### config.mk
export PLATFORM = sky130hd
export DESIGN_NAME = packet_builder
export DESIGN_NICKNAME = d
export VERILOG_FILES = /design/src/rtl/packet_builder.sv
export SDC_FILE = /design/constraint.sdc
export NUM_CORES = 2
export LEC_CHECK = 0
export BUFFER_PORTS_ARGS = -buffer_cell sky130_fd_sc_hd__buf_2
export CORE_ASPECT_RATIO = 0.6
export CORE_MARGIN = 3
export CORE_UTILIZATION = 60
export CTS_CLUSTER_SIZE = 24
export DETAILED_ROUTE_END_ITERATION = 16
export HOLD_SLACK_MARGIN = 0.03
export PLACE_DENSITY_LB_ADDON = 0.3
export REMOVE_ABC_BUFFERS = 1
export SLEW_MARGIN = 20
export SYNTH_ARGS = -nofsm -noshare
export SYNTH_HDL_FRONTEND = slang
export SYNTH_SLANG_ARGS = --single-unit
### constraint.sdc
create_clock -name clk -period 5.4 [get_ports clk]
set_clock_uncertainty 0.1 [all_clocks]
set_input_delay 0.54 -clock clk [delete_from_list [all_inputs] [get_ports clk]]
set_output_delay 0.54 -clock clk [all_outputs]
set_load 0.005 [all_outputs]
### src/rtl/packet_builder.sv
// Transmit-side packet serializer: header words (length/stream, sequence) then payload,
// with a per-stream sequence counter advanced only when a packet completes.
module packet_builder #(
  parameter int unsigned NUM_STREAMS       = 32,
  parameter int unsigned MAX_PAYLOAD_BYTES = 37
) (
  input  logic                             clk,
  input  logic                             reset_b,
  input  logic [0:8*MAX_PAYLOAD_BYTES-1]   dataIn,
  input  logic [5:0]                       dataIn_len,
  input  logic [15:0]                      dataIn_stream,
  input  logic                             dataIn_val,
  output logic                             dataIn_ready,
  output logic                             dataIn_err,
  output logic [31:0]                      dataOut,
  output logic                             dataOut_val,
  input  logic                             dataOut_ready,
  output logic                             dataOut_last
);

  localparam int unsigned IDX_W     = (NUM_STREAMS > 1) ? $clog2(NUM_STREAMS) : 1;
  localparam int unsigned MAX_WORDS = (MAX_PAYLOAD_BYTES + 3) / 4;
  localparam int unsigned PAY_W     = 32 * MAX_WORDS;
  localparam int unsigned WIDX_W    = $clog2(MAX_WORDS + 1);

  typedef enum logic [1:0] {IDLE, HDR0, HDR1, DATA} stateT;

  stateT              stateQ, stateD;
  logic [0:PAY_W-1]   payQ, maskedPay;
  logic [15:0]        streamQ;
  logic [31:0]        seqQ, seqNext;
  logic [IDX_W-1:0]   idxQ;
  logic [WIDX_W-1:0]  wordQ, wordD, nextWord, lastWordQ, lastWordIn;
  logic [31:0]        seqCnt [NUM_STREAMS];
  logic [31:0]        outD;
  logic [15:0]        totLen;
  logic               valD, lastD, readyD, errD;
  logic               legal, capture, commit;

  assign legal      = (dataIn_len != 6'd0) && (int'(dataIn_len) <= int'(MAX_PAYLOAD_BYTES));
  assign seqNext    = seqCnt[dataIn_stream[IDX_W-1:0]] + 32'd1;
  assign lastWordIn = WIDX_W'((int'(dataIn_len) + 3) / 4 - 1);
  assign totLen     = 16'(dataIn_len) + 16'd8;
  assign nextWord   = wordQ + WIDX_W'(1);

  // Zero every byte at or beyond the requested length so padding bytes go out as 0.
  always_comb begin
    maskedPay = '0;
    for (int k = 0; k < int'(MAX_PAYLOAD_BYTES); k++) begin
      if (k < int'(dataIn_len)) maskedPay[8*k +: 8] = dataIn[8*k +: 8];
    end
  end

  always_comb begin
    stateD  = stateQ;
    outD    = dataOut;
    valD    = dataOut_val;
    lastD   = dataOut_last;
    readyD  = dataIn_ready;
    errD    = 1'b0;
    wordD   = wordQ;
    capture = 1'b0;
    commit  = 1'b0;
    case (stateQ)
      IDLE: begin
        readyD = 1'b1;
        valD   = 1'b0;
        lastD  = 1'b0;
        if (dataIn_val && dataIn_ready) begin
          if (legal) begin
            capture = 1'b1;
            stateD  = HDR0;
            readyD  = 1'b0;
            valD    = 1'b1;
            outD    = {totLen[7:0], totLen[15:8], dataIn_stream[7:0], dataIn_stream[15:8]};
          end else begin
            errD = 1'b1;
          end
        end
      end
      HDR0: begin
        if (dataOut_ready) begin
          stateD = HDR1;
          outD   = {seqQ[7:0], seqQ[15:8], seqQ[23:16], seqQ[31:24]};
        end
      end
      HDR1: begin
        if (dataOut_ready) begin
          stateD = DATA;
          wordD  = '0;
          outD   = payQ[0 +: 32];
          lastD  = (lastWordQ == '0);
        end
      end
      DATA: begin
        if (dataOut_ready) begin
          if (dataOut_last) begin
            commit = 1'b1;
            stateD = IDLE;
            valD   = 1'b0;
            lastD  = 1'b0;
            readyD = 1'b1;
            outD   = '0;
          end else begin
            wordD = nextWord;
            outD  = payQ[32*int'(nextWord) +: 32];
            lastD = (nextWord == lastWordQ);
          end
        end
      end
      default: stateD = IDLE;
    endcase
  end

  always_ff @(posedge clk or negedge reset_b) begin
    if (!reset_b) begin
      stateQ       <= IDLE;
      dataOut      <= '0;
      dataOut_val  <= 1'b0;
      dataOut_last <= 1'b0;
      dataIn_ready <= 1'b0;
      dataIn_err   <= 1'b0;
      wordQ        <= '0;
    end else begin
      stateQ       <= stateD;
      dataOut      <= outD;
      dataOut_val  <= valD;
      dataOut_last <= lastD;
      dataIn_ready <= readyD;
      dataIn_err   <= errD;
      wordQ        <= wordD;
    end
  end

  // Request capture: payload, stream and the sequence number this packet will carry.
  always_ff @(posedge clk or negedge reset_b) begin
    if (!reset_b) begin
      payQ      <= '0;
      streamQ   <= '0;
      seqQ      <= '0;
      idxQ      <= '0;
      lastWordQ <= '0;
    end else if (capture) begin
      payQ      <= maskedPay;
      streamQ   <= dataIn_stream;
      seqQ      <= seqNext;
      idxQ      <= dataIn_stream[IDX_W-1:0];
      lastWordQ <= lastWordIn;
    end
  end

  // Counters advance only on last-word transfer, so an abandoned packet never consumes a number.
  always_ff @(posedge clk or negedge reset_b) begin
    if (!reset_b) begin
      for (int i = 0; i < int'(NUM_STREAMS); i++) seqCnt[i] <= '0;
    end else if (commit) begin
      seqCnt[idxQ] <= seqQ;
    end
  end

endmodule

==> impl_results.md <==
- Starting Density: 60.8%
- Yosys cell types: 64
- Grt ovf: 0
- Leakage Power: 37.3 nW
- Share of layout cells above drive strength 1: 33.8%
- Reg2Reg Setup Slack: 1.36 ns
- Core Area: 108000 um2
- Reg clk slew, reported paths: 0.07 ns
- Root Buffer: clkbuf_16
- Per-cell routed wire length: 28.7 um
- H-Tree Depth: 3
- Final period util: 74.8%
- # rows: 93
- WL final: 206 mm
- Max transition margin: 20.5%
- Required time at the worst-slack endpoint: 5.94 ns
- PD cells: 406 nW/um2
- Ys async rst share: 100%
- Worst Tran Pin Value: 1.19 ns
- Peak VDD IR: 0.000308 V
- Top-area cell type share of the netlist area: 53.6%
- Final number of setup-violating endpoints: 0
- CP Class: flop to flop
- Sink Count: 1403
- Non-Filler Instances: 7167
- Antenna-violating nets left: 0
- Max Slew Vio Count: 0
- Synth area leader: dfrtp_1
- Synth Area in Compound Gates: 6.64%
- Cell internal pwr: 20.6 mW
- Drt drc: 0
- Simple logic cell fraction of the synthesized area: 6.37%
- Synth warnings: 0
- F_max: 248 MHz
- Max-cap violation count: 0
- Vias in the first global route: 48600
- PortBufs: 357
- Post-CTS Setup Inserts: 0
- Max clock buf depth: 3
- Seq pwr share: 46.3%
- Switch Pwr: 10.2 mW
- Synth area leaders: dfrtp_1 (54%), mux2_2 (18%), mux2i_1 (6.0%), mux4_2 (4.9%), nand2_1 (4.1%)
- Netlist Area Pre-Place: 65500 um2
- RSZ-0062 raised after global routing: false
- Top-count cell post-synth: dfrtp_1
- Syn Inst Count: 5164
- TritonCTS clock tree: built
- Largest net degree at the start of global routing: 188
- Synth top cells by count: dfrtp_1 (1403), mux2_2 (1030), nand2_1 (717)
- CP endpoint kind: flop
- Die area: 113000 um2
- Post-DP HPWL: 120 mm
- Die height: 262 um
- Power share of the combinational group: 23.7%
- Total negative slack: 0 ns
- Mapped Avg Cell Area: 12.7 um2
- HP Class: input port to flop
- Final Hold Fails: 0
- Via density per instance: 6.73
- Placed Cells: 6624
- Initial DRC count: 6501
- Switching share of power: 33.2%
- Largest family of logic cells by synthesized area: multiplexers
- Register bit total from synthesis: 1403
- Dominant synthesized flop cell: dfrtp_1
- Status: complete, no violations
- Routed vias: 48200
- Max Fanout on Critical Path: 17
- Tmin final: 4.04 ns
- First-pass GRT wire length: 304 mm
- CP startpoint kind: flop
- Post-synthesis mux area share: 29.3%
- CTS buffer count: 120
- TritonRoute pass-1 iters: 8
- GRT Util Overall: 35.8%
- Register area share after synthesis: 53.6%
- IO Count: 358
- Initial antenna violation count: 10
- GPL Wtd Cong: 0.901
- Post-synth EDFFs: 0
- Die width: 432 um
- Layout Nets: 5962
- Adder-Cell Fraction of Synth Area: 0.153%
- Clock latency on the worst-skew pair: 0.78 ns
- XOR/XNOR Fraction of Synth Area: 0.548%
- Clock network fraction of design power: 30.0%
- Critical path arrival: 4.57 ns
- Synthesis-to-layout area growth: 15.9%
- WHS: 0.132 ns
power groups by stage:
stage	Sequential, mW	Clock, mW	Combinational [mW]
2_1_floorplan	13.9	0	4.43
3_3_place_gp	14.1	0	6.49
3_5_place_dp	14.2	0	6.73
4_1_cts	14.1	9.20	6.95
5_1_grt	14.4	9.70	7.81
6_report	14.3	9.24	7.32
cell type report:
| type | count | area [um2] |
|---|---|---|
| repair buffers | 795 | 6360 |
| multi-input cells | 3302 | 28400 |
| fillers | 6925 | 31800 |
| diodes | 15 | 37.5 |
| well taps | 1425 | 1780 |
| inverters | 10 | 37.5 |
| clock buffers | 164 | 3410 |
| clock inverters | 53 | 708 |
| flip-flops and latches | 1403 | 35100 |
critical path, cell delays in order (launching register included):
cell	delay, ns
dfrtp_1	0.41
ha_1	0.48
nand3_1	0.40
inv_1	0.17
nand3b_1	0.60
nor2_4	1.02
buf_12	0.32
mux2_2	0.37
cell families after synthesis:
family          after synthesis
xor+xnor                     41
flops                      1403
simple gates                965
compound gates              705
buf+inv                     459
fa+ha+maj                     8
mux                        1583
repair_timing:
action                    CTS  global route
hold buffers              310             0
gates resized for setup     0             0
hold endpoints to repair  421             0
cell usage in the layout (no fill, tap or decap), types with 8 or more instances in the layout:
master and n:
dfrtp_1 1395, mux2_2 1030, nand2_1 703, mux2i_1 394, o21ai_0 353, buf_2 353, dlygate4sd3_1 310, a22oi_1 171
mux4_2 142, clkbuf_16 120, nand3_1 98, buf_4 91, a21oi_1 51, buf_12 39, a22o_1 30, nor2_1 27
clkinv_2 26, clkbuf_8 24, o21ai_1 22, nand4_1 21, xor2_1 20, a221o_1 20, clkbuf_1 20, xnor2_1 19
nor2_4 17, mux4_1 17, diode_2 15, bufinv_16 13, nand4_2 11, o22ai_1 11, nand2_2 10, a222oi_1 10
inv_1 9, and3_1 9, a21o_1 8
sequential cells by signal (all words and copies together) (netlist names):
signal / count
seqCnt: 1024
dataOut: 32
lastWordQ: 4
dataOut_last: 1
dataIn_err: 1
stateQ: 2
wordQ: 4
seqQ: 32
payQ: 296
dataOut_val: 1
dataIn_ready: 1
idxQ: 5
routing by layer:
layer,GRT usage (%),part of all wire [%],vias to the layer above,routed length (um)
li1,-,-,19600,-
met1,50.6,40,24800,82500
met2,51.8,44,3106,90400
met3,10.7,11,784,23100
met4,15.8,4.8,4,9870
met5,0.0841,0.011,-,23
final timing paths:
check                                      start                 endpoint  depth (start not counted)
setup / recovery           stateQ[1]$_DFFE_PN0P_  seqCnt[205]$_DFFE_PN0P_                          7
hold reg to reg            payQ[110]$_DFFE_PN0P_    payQ[110]$_DFFE_PN0P_                          2
hold / removal                     dataOut_ready  dataOut_val$_DFFE_PN0P_                          3
setup reg to reg           stateQ[1]$_DFFE_PN0P_  seqCnt[205]$_DFFE_PN0P_                          7
max in group asynchronous                reset_b      seqQ[9]$_DFFE_PN0P_                          3
min in group asynchronous                reset_b  seqCnt[535]$_DFFE_PN0P_                          2
through the flow:
stage	power [mW]	utilization [%]	cell area (um2)	setup WS, ns
floorplan	18.4	-	63300	-12.94
global route	32.0	70.4	75900	1.25
global placement	20.6	63.7	68600	1.43
detailed placement	21.0	63.7	68600	1.33
CTS	30.2	70.4	75800	1.49
finish	30.8	70.4	75900	1.36
(Power assumes the default switching activity.)
